[src/rtl/clock_time_keeper.sv]
// clock_time_keeper: BCD time-of-day counter with button set mode and day-rollover pulse.
// Define TWELVE_HOUR_EN for 12-hour counting with the o_pm flag.
module clock_time_keeper #(
    parameter int INIT_HOUR = 0,
    parameter int INIT_MIN  = 0
) (
    input  logic       i_clk,
    input  logic       i_reset,
    input  logic       i_tick,
    input  logic       i_mode,
    input  logic       i_up,
    output logic [7:0] o_hour_bcd,
    output logic [7:0] o_min_bcd,
    output logic [7:0] o_sec_bcd,
    output logic [1:0] o_mode,
    output logic       o_day_pulse
`ifdef TWELVE_HOUR_EN
    ,
    output logic       o_pm
`endif
);
    typedef enum logic [1:0] {RUN = 2'b00, SET_HOUR = 2'b01, SET_MIN = 2'b10} mode_t;

    function automatic logic [7:0] bcd_inc(input logic [7:0] v, input logic [7:0] top);
        bcd_inc = (v == top) ? 8'h00 : (v[3:0] == 4'd9) ? {v[7:4] + 4'd1, 4'd0} : v + 8'd1;
    endfunction

`ifdef TWELVE_HOUR_EN
    localparam int   H_INIT  = (INIT_HOUR == 0) ? 12 : (INIT_HOUR > 12) ? INIT_HOUR - 12 : INIT_HOUR;
    localparam logic PM_INIT = INIT_HOUR >= 12;
`else
    localparam int   H_INIT  = INIT_HOUR;
`endif
    localparam logic [7:0] HOUR_RST = {4'(H_INIT / 10), 4'(H_INIT % 10)};
    localparam logic [7:0] MIN_RST  = {4'(INIT_MIN / 10), 4'(INIT_MIN % 10)};

    mode_t      state;
    logic [7:0] hour_next;
    logic       day_roll;
    logic       sec_wrap;
    logic       min_wrap;

    assign o_mode   = state;
    assign sec_wrap = o_sec_bcd == 8'h59;
    assign min_wrap = o_min_bcd == 8'h59;
`ifdef TWELVE_HOUR_EN
    logic pm_flip;
    // 12-hour sequence is 12, 01..11; the flag flips on 11 -> 12
    assign hour_next = (o_hour_bcd == 8'h12) ? 8'h01 : bcd_inc(o_hour_bcd, 8'h12);
    assign pm_flip   = o_hour_bcd == 8'h11;
    assign day_roll  = o_pm && pm_flip;
`else
    assign hour_next = bcd_inc(o_hour_bcd, 8'h23);
    assign day_roll  = o_hour_bcd == 8'h23;
`endif

    always_ff @(posedge i_clk or negedge i_reset) begin
        if (!i_reset) begin
            state       <= RUN;
            o_hour_bcd  <= HOUR_RST;
            o_min_bcd   <= MIN_RST;
            o_sec_bcd   <= 8'h00;
            o_day_pulse <= 1'b0;
`ifdef TWELVE_HOUR_EN
            o_pm        <= PM_INIT;
`endif
        end else begin
            o_day_pulse <= 1'b0;
            case (state)
                RUN: begin
                    if (i_tick) begin
                        o_sec_bcd <= bcd_inc(o_sec_bcd, 8'h59);
                        if (sec_wrap) begin
                            o_min_bcd <= bcd_inc(o_min_bcd, 8'h59);
                            if (min_wrap) begin
                                o_hour_bcd  <= hour_next;
                                o_day_pulse <= day_roll;
`ifdef TWELVE_HOUR_EN
                                o_pm        <= o_pm ^ pm_flip;
`endif
                            end
                        end
                    end
                    // entering set mode overrides the tick's seconds update
                    if (i_mode) begin
                        state     <= SET_HOUR;
                        o_sec_bcd <= 8'h00;
                    end
                end
                SET_HOUR: begin
                    if (i_mode) begin
                        state <= SET_MIN;
                    end else if (i_up) begin
                        o_hour_bcd <= hour_next;
`ifdef TWELVE_HOUR_EN
                        o_pm       <= o_pm ^ pm_flip;
`endif
                    end
                end
                SET_MIN: begin
                    if (i_mode) state <= RUN;
                    else if (i_up) o_min_bcd <= bcd_inc(o_min_bcd, 8'h59);
                end
                default: state <= RUN;
            endcase
        end
    end
endmodule

[config.mk]
export PLATFORM = sky130hd
export DESIGN_NAME = clock_time_keeper
export DESIGN_NICKNAME = d
export VERILOG_FILES = /design/src/rtl/clock_time_keeper.sv
export SDC_FILE = /design/constraint.sdc
export NUM_CORES = 1
export LEC_CHECK = 0
export CAP_MARGIN = 25
export CORE_UTILIZATION = 50
export CTS_BUF_LIST = sky130_fd_sc_hd__clkbuf_4 sky130_fd_sc_hd__clkbuf_8 sky130_fd_sc_hd__clkbuf_16
export CTS_CLUSTER_DIAMETER = 80
export CTS_CLUSTER_SIZE = 8
export DETAILED_ROUTE_END_ITERATION = 10
export PLACE_DENSITY = 0.76
export SLEW_MARGIN = 20
export SYNTH_ARGS = -nofsm -noshare
export SYNTH_HDL_FRONTEND = slang
export SYNTH_SLANG_ARGS = --single-unit
[constraint.sdc]
create_clock -name i_clk -period 2.5 [get_ports i_clk]
set_clock_uncertainty 0.2 [all_clocks]
set_input_delay 0.75 -clock i_clk [delete_from_list [all_inputs] [get_ports i_clk]]
set_output_delay 0.75 -clock i_clk [all_outputs]
set_load 0.005 [all_outputs]
**Word-level counts from Yosys, hierarchy flattened**

Index checks and enable logic that the tools add are counted.
Widths: inputs -> output; s select.

- Reductions and logical operators: 8
- Bitwise operators: 0
- Muxes and demuxes: 27
- $add $sub $neg: 6
- Eq/ne operators: 18
- Order comparisons: 0
- Multiply operators: 0
- Shift-type cells: 0
- Divide/modulo/power cells: 0

Operator list:

| operator | number |
|---|---|
| $mux 8 | 17 |
| $pmux 8 s2 | 2 |
| $add 8x1->8 const B | 3 |
| $ne 2x2->1 const B | 10 |
| $eq 8x7->1 const B | 2 |
| $add 4x1->4 const B | 3 |
| $eq 4x4->1 const B | 3 |
| $eq 8x6->1 const B | 1 |
| $mux 2 | 3 |
| $pmux 2 s3 | 1 |
| $reduce_and 6->1 | 1 |
| $reduce_bool 2->1 | 3 |
| $reduce_and 5->1 | 1 |
| $mux 1 | 4 |
| $reduce_and 3->1 | 1 |
| $eq 2x1->1 const B | 1 |
| $eq 2x2->1 const B | 1 |
| $logic_not 2->1 | 1 |
| $reduce_and 2->1 | 1 |

- Bits in writable memories: 0
- Memories kept: 0
- Output and inout port bits: 27
- Bits in read-only memories: 0
- Logic and storage cells: 64
- Register bits after elaboration: 27
- Input port bits: 5
- Bits in latches: 0

**Depth between registers and ports, before layout**

Gate-level depths: netlist (run 1).

- Depth in word-level cells: 7
- Mapped depth: 8
- Mapped depth without buffers: 6

**Least setup slack after synthesis (run 1)**

No wires, ideal clock.

- Path type: input port to flip-flop
- Start: in i_mode
- End: reg o_hour_bcd[6]
- Path buffers: 2
- Data arrival time: 1.955 ns
- Setup time: 0.128 ns
- Path slack: 0.218 ns
- Stages on the path: 6
- Required time: 2.172 ns
- Cells stage by stage: clkbuf_2 nand3b_1 a21o_1 clkbuf_1 nor4b_2 mux2_1

- Longest elaborated chain between the ends: 2

RTL lines:

| what | line | RTL |
|---|---|---|
| from (decl) | 10 | `input logic i_mode,` |
| $ne 2x2->1 (no source line) | -- |  |
| $reduce_and 6->1 (no source line) | -- |  |
| to (signal assigned) | 76 | `o_hour_bcd <= hour_next;` |
| to (signal assigned) | 94 | `o_hour_bcd <= hour_next;` |
| to (decl) | 12 | `output logic [7:0] o_hour_bcd,` |

No other way between the ends.
A chain may end at the register's enable or synchronous reset.

**Final worst setup path (run 1)**

- Start: reg state[0], in the netlist o_mode[0]
- End: out o_mode[0]

RTL lines:

| what | line | RTL |
|---|---|---|
| from (decl) | 37 | `mode_t state;` |
| from (signal assigned) | 59 | `state <= RUN;` |
| from (signal assigned) | 86 | `state <= SET_HOUR;` |
| from (signal assigned) | 92 | `state <= SET_MIN;` |
| to (decl) | 15 | `output logic [1:0] o_mode,` |

No word-level cell between the ends.

==> results.ini, run 1 <==
[status]
status=finished clean

[logic_synthesis]
synth-adder-area-share=0.0663
seq_area_frac_synth=0.358
synth_nets=209
synth_top_family_by_area=simple AND/OR/NAND/NOR gates
synth_compound_area_frac=0.212
synth_xor_area_frac=0.0232
syn_inst=194
synth-simple-area-share=0.223
synth_top_area_frac=0.358
syn_area_um2=1890
yosysMostFrequentCell=dfrtp_1
synth-main-ff-cell=dfrtp_1
async_flop_share=1.00
synth_mux_area_frac=0.0570
synth_largest_area_cell=dfrtp_1
synth_commonest_cells=dfrtp_1, inv_1, nand2_1, ha_1, o21ai_0
synth_edf_count=0
yosys-top-cells-area=dfrtp_1, ha_1, inv_1
ys_seq_elements=27
postSynthAreaPerCell_um2=9.73
synth_cell_types=60
yosysWarnings=0

[timing]
rsz0062_at_grt=false
finalMaxSlewViolations=0
fmax_mhz=412
finalCriticalPeriod_ns=2.43
timing.final.crit_share=0.971
holdWs_ns=0.322
tightestPinTransition_ns=0.472
finalSetupViolations=0
final_hold_viol_count=0
max_slew_margin=0.684

[detailed_routing]
vias_per_cell=5.98
drtAntennaViolNets=0
first_iter_violations=98
drtPass1Iterations=4
post-route-drc-count=0
num_vias=1651
totalWireLength_um=4290
avgRoutedWirePerCell_um=15.6

[power]
pwr-share-clk=0.105
power.density_nw_per_um2=1010
comb_power_share=0.529
switchingPower_uw=981
power.total_mw=2.35
power_leakage_nw=0.959
pwr-share-seq=0.366
peakVddDrop_mv=0.509
p_int_mw=1.37
p_sw_frac=0.417

[critical_path]
max_stage_delay_ns=0.62
slowest_stage=dfrtp_1
end_kind=output pin
cp_num_cells=1
critPathMaxFanout=11
reg2reg_to=o_hour_bcd[6]$_DFFE_PN0P_
endpoint=o_mode[0]
r2r_setup_slack_ns=0.22
crit_family=flip-flops
startpoint_type=register
setup.worst_path.class=register to output pin
crit_buf_inv=1
path_cells=clkdlybuf4s50_1
cp.arrival_ns=1.48
worstPathRequired_ns=1.55
r2r_start=o_sec_bcd[5]$_DFFE_PN0P_
cp-startpoint=o_mode[0]$_DFFE_PN0P_
ff2ff_path_depth=6

[floorplanning]
die-area_um2=4020
die_y_um=63.4
die_width_um=63.4
core_um2=3470
initial_core_util=0.544
io_pins=32
row_count=21

[global_route]
grt_pass1_wl_um=7560
grt_pass1_vias=1622
grt_max_degree=28
antenna_found_initial=0
grt-ovfl-total=0
grt_usage=0.236

[placed_design]
gp_congestion=0.854
dp_cells=272
dpl.hpwl_um=3260
portBuffers=31

[clock_tree]
cts_sinks=27
numCtsBuffers=3
cts_tree=done
post_cts_resized=0
htreeDepth=1
insertion_delay_ns=0.27
cts_root_buffer=clkbuf_8
clk_pin_slew_worst_paths_ns=0.10
cts_max_path_buffers=2
cts_hold_buffers=0
cts_setup_buffers=0

[finish]
areaGrowthSynthToFinish_pct=23.3
fin_cells=276
post_route_cells_drive_above_1_share=0.148
num_antenna_cells=0
fin_nets=246

[hold_path]
min_from=o_hour_bcd[7]$_DFFE_PN0P_
min-delay-path-class=register to register

[flow_run]
cap_violations=0

[worst min-delay path by stage]
stage	endpoint	slack, ns	depth (start not counted)
3_5_place_dp	o_hour_bcd[7]$_DFFE_PN0P_	0.32	1
2_1_floorplan	o_day_pulse$_DFF_PN0_	0.25	0
3_3_place_gp	o_hour_bcd[7]$_DFFE_PN0P_	0.28	1
5_1_grt	o_hour_bcd[7]$_DFFE_PN0P_	0.36	1
6_report	o_hour_bcd[7]$_DFFE_PN0P_	0.32	1
4_1_cts	o_hour_bcd[7]$_DFFE_PN0P_	0.33	1
[flip-flops by register name, summed over array words and instances (netlist names)]
name	flops
o_hour_bcd	8
o_min_bcd	8
o_sec_bcd	8
o_mode	2
o_day_pulse	1
[power groups by stage]
stage / combinational [mW] / sequential, mW / clock [mW]
6_report: 1.25 / 0.861 / 0.248
5_1_grt: 1.36 / 0.897 / 0.272
4_1_cts: 1.25 / 0.857 / 0.252
3_5_place_dp: 1.24 / 0.864 / 0
3_3_place_gp: 1.19 / 0.850 / 0
2_1_floorplan: 0.779 / 0.781 / 0
[worst reg2reg max path: cells and delay by family (launching register included)]
family,cells,cell delay (ns)
and+or+nand+nor,2,0.66
DFF,1,0.43
muxes,1,0.34
AOI/OAI and AO/OA,1,0.25
buffers and inverters,1,0.12
adders and majority gates,1,0.17
[kinds of logic (layout without fill, tap and decap cells)]
family | after synthesis | count (layout)
AND/OR/NAND/NOR | 66 | 66
AO/OA/AOI/OAI | 53 | 53
flip-flops | 27 | 27
buffers and inverters | 23 | 59
adder cells (fa/ha/maj) | 10 | 10
multiplexers | 10 | 10
XOR/XNOR | 5 | 5
[layout by cell type, fill, tap and decap left out, drive strengths merged, types with 3 or more instances in the layout]
cell type,count
ha,10
o21ai,10
nor2,7
inv,12
a21oi,7
and3b,4
mux2,6
nand2b,4
nor3,7
dfrtp,27
clkbuf,3
clkdlybuf4s50,31
nor3b,4
nand2,12
a211oi,3
xnor2,3
o31ai,6
or2,3
mux2i,4
o22ai,4
nand3,7
buf,12
a21o,4
[metrics by stage]
step           instance area [um^2]  utilization  worst slack, ns  setup TNS [ns]
2_1_floorplan                  1890            -            0.218               0
3_3_place_gp                   2280        0.657          -0.0428         -0.0664
3_5_place_dp                   2280        0.657          -0.0795          -0.386
4_1_cts                        2320        0.670           0.0670               0
5_1_grt                        2330        0.671           0.0113               0
6_report                       2330        0.671           0.0729               0
[per-layer routing]
metal / up-vias / share of wire / GRT usage
li1: 795 / - / -
met3: 4 / 0.049 / 0.0254
met2: 52 / 0.49 / 0.402
met5: - / 0 / 0
met1: 800 / 0.45 / 0.323
met4: 0 / 0.0084 / 0.0511
[area by class of cell]
type                            instances  area (um^2)
Clock inverter                          1         5.00
Timing Repair Buffer                   43          400
Sequential cell                        27          676
Clock buffer                            3         41.3
Tap cell                               46         57.6
Inverter                               12         45.0
Fill cell                             305         1140
Multi-Input combinational cell        144         1100
Note: power is estimated with default switching activity, not from simulation.
==> run 2: changes to the inputs <==
--- a/config.mk
+++ b/config.mk
@@ -16,3 +16,4 @@
 export SYNTH_ARGS = -nofsm -noshare
 export SYNTH_HDL_FRONTEND = slang
 export SYNTH_SLANG_ARGS = --single-unit
+export TNS_END_PERCENT = 30
==> results of run 2 <==
No change in the layout: final DEF, timing and power equal those of run 1.
==> run 3: changes to the inputs <==
--- a/config.mk
+++ b/config.mk
@@ -6,12 +6,12 @@
 export NUM_CORES = 1
 export LEC_CHECK = 0
 export CAP_MARGIN = 25
-export CORE_UTILIZATION = 50
+export CORE_UTILIZATION = 53
 export CTS_BUF_LIST = sky130_fd_sc_hd__clkbuf_4 sky130_fd_sc_hd__clkbuf_8 sky130_fd_sc_hd__clkbuf_16
 export CTS_CLUSTER_DIAMETER = 80
 export CTS_CLUSTER_SIZE = 8
 export DETAILED_ROUTE_END_ITERATION = 10
-export PLACE_DENSITY = 0.76
+export PLACE_DENSITY = 0.8
 export SLEW_MARGIN = 20
 export SYNTH_ARGS = -nofsm -noshare
 export SYNTH_HDL_FRONTEND = slang
==> run 3 against run 2 <==
Net effect: non-clock buffer count grew 1; hold slack worse by 0.0074 ns; fmax grew 1.1%; flip-flop and latch count is the same; global-route usage grew 0.055 points; die area decreased by 5.5%; clock power is 24% lower; highest routed layer unchanged.
==> results.ini, run 3 (same netlist as run 1, synthesis figures left out) <==
[status]
status=finished clean

[clock_tree]
insertion_delay_ns=0.32  ; +0.05 ns
numCtsBuffers=3  ; unchanged
cts_root_buffer=clkbuf_4
cts_tree=done
clk_pin_slew_worst_paths_ns=0.14  ; +0.04 ns
cts_hold_buffers=0  ; unchanged
htreeDepth=1  ; unchanged
cts_sinks=27  ; unchanged
cts_max_path_buffers=2  ; unchanged
cts_setup_buffers=0  ; unchanged

[finish]
fin_nets=247  ; +0.41%
post_route_cells_drive_above_1_share=0.156  ; +0.00802
post-route-util=0.689  ; +0.0180
reg.largest.list=o_hour_bcd (8), o_min_bcd (8), o_sec_bcd (8)
final_cell_mix=clkdlybuf4s50_1, dfrtp_1, buf_4
final_area_um2=2320  ; -0.43%
num-fill-cells=297  ; -2.6%
final_common_cell=clkdlybuf4s50_1
num_antenna_cells=0  ; unchanged
areaGrowthSynthToFinish_pct=22.8
fin_cells=277  ; +0.36%

[critical_path]
ff2ff_path_depth=6  ; unchanged
r2r_start=o_sec_bcd[1]$_DFFE_PN0P_
reg2reg_to=o_hour_bcd[6]$_DFFE_PN0P_
cp.arrival_ns=1.45  ; -0.03 ns
startpoint_type=register
critPathMaxFanout=11  ; unchanged
setup.worst_path.class=register to output pin
r2r_setup_slack_ns=0.17  ; -0.05 ns
path_cells=clkdlybuf4s50_1
crit_buf_inv=1  ; unchanged
worstPathRequired_ns=1.55  ; about the same
max_stage_delay_ns=0.57  ; -0.05 ns
crit_family=flip-flops
end_kind=output pin
slowest_stage=dfrtp_1

[detailed_routing]
wl_met3_um=183  ; -14%
met2WireLength_um=2130  ; +1.9%
drtAntennaViolNets=0  ; unchanged
vias_per_cell=6.02  ; +0.66%
num_vias=1668  ; +1.0%
wirelength_met1_um=1870  ; -4.2%
totalWireLength_um=4240  ; -1.1%
post-route-drc-count=0  ; unchanged
drtPass1Iterations=4  ; unchanged
top_layer_used=met4
first_iter_violations=91  ; -7.1%
avgRoutedWirePerCell_um=15.3  ; -1.5%

[timing]
fmax_mhz=417  ; +1.1%
finalCriticalPeriod_ns=2.40  ; -0.0273 ns
finalSetupViolations=0  ; unchanged
fin_tns_setup_ns=0  ; unchanged
finalMaxSlewViolations=0  ; unchanged
rsz0062_at_grt=false
holdWs_ns=0.314  ; -0.00739 ns
timing.final.crit_share=0.960  ; -0.0109
max_slew_margin=0.665  ; -0.0189
tightestPinTransition_ns=0.501  ; +0.0282 ns
final_hold_viol_count=0  ; unchanged

[floorplanning]
die_width_um=61.7  ; -2.8%
die_y_um=61.7  ; -2.8%
die-area_um2=3800  ; -5.5%
io_pins=32  ; unchanged
row_count=21  ; unchanged
initial_core_util=0.561  ; +0.0170
core_um2=3360  ; -3.0%

[placed_design]
portBuffers=31  ; unchanged
dpl_cell_area_um2=2280  ; +0.33%
dp_cells=273  ; +0.37%
dpl.hpwl_um=3240  ; -0.62%
gp_congestion=0.859  ; +0.52%

[hold_path]
min_to=o_hour_bcd[7]$_DFFE_PN0P_
min_from=o_hour_bcd[7]$_DFFE_PN0P_
min-delay-path-class=register to register
holdPathStages=1  ; unchanged

[global_route]
grt_max_degree=28  ; unchanged
grt_usage=0.237  ; +0.000553
grt-ovfl-total=0  ; unchanged
grt_pass1_vias=1523  ; -6.1%
antenna_found_initial=0  ; unchanged
grt_pass1_wl_um=6800  ; -10%

[power]
peakVddDrop_mv=0.538  ; +5.6%
power.density_nw_per_um2=987  ; -2.5%
power_leakage_nw=0.955  ; -0.46%

[flow_run]
cap_violations=0  ; unchanged

==> run 3: cell count changes in the layout (fill, tap and decap cells not counted) <==
cell	previous run	this run
dfrtp_1	27	26
clkbuf_4	0	3
buf_4	12	13
dfrtp_2	0	1
clkbuf_8	3	0
==> run 3: worst max-delay path by stage <==
stage | end | cells after the start | start | slack (ns)
CTS | o_min_bcd[5]$_DFFE_PN0P_ | 6 | o_sec_bcd[5]$_DFFE_PN0P_ | 0.06
global placement | o_min_bcd[1]$_DFFE_PN0P_ | 5 | i_mode | -0.04
global route | o_min_bcd[1] | 1 | o_min_bcd[1]$_DFFE_PN0P_ | 0.01
floorplan | o_hour_bcd[6]$_DFFE_PN0P_ | 6 | i_mode | 0.22
detailed placement | o_min_bcd[6]$_DFFE_PN0P_ | 5 | i_tick | -0.15
finish | o_min_bcd[1] | 1 | o_min_bcd[1]$_DFFE_PN0P_ | 0.10
==> run 3: repair_timing <==
item / 4_1_cts / 5_1_grt
endpoints found under the setup margin: 1 / 2
gates cloned: 0 / 0
pin swaps: 0 / 0
gates resized for setup: 1 / 1
==> run 3: through the flow <==
step	power (mW)	worst slack (ns)
2_1_floorplan	1.56	0.218
3_3_place_gp	2.03	-0.0442
3_5_place_dp	2.10	-0.149
4_1_cts	2.30	0.0644
5_1_grt	2.46	0.0144
6_report	2.29	0.100
==> run 3: layer usage <==
metal / vias up / GRT usage
li1: 798 / -
met1: 814 / 0.317
met2: 50 / 0.407
met3: 6 / 0.0252
met4: 0 / 0.0635
met5: - / 0
==> run 3: final cells by class <==
class	instances	area [um^2]	area share
Multi-Input combinational cell	144	1100	0.476
Clock inverter	1	5.00	0.00216
Sequential cell	27	677	0.292
Inverter	12	45.0	0.0194
Tap cell	46	57.6	0.0248
Timing Repair Buffer	44	408	0.176
Clock buffer	3	22.5	0.00972
==> run 3: power breakdown <==
part	total [mW]	internal, mW	switching [mW]
combinational	1.25	0.682	0.565
sequential	0.852	0.585	0.268
clock	0.188	0.0599	0.128
total	2.29	1.33	0.960
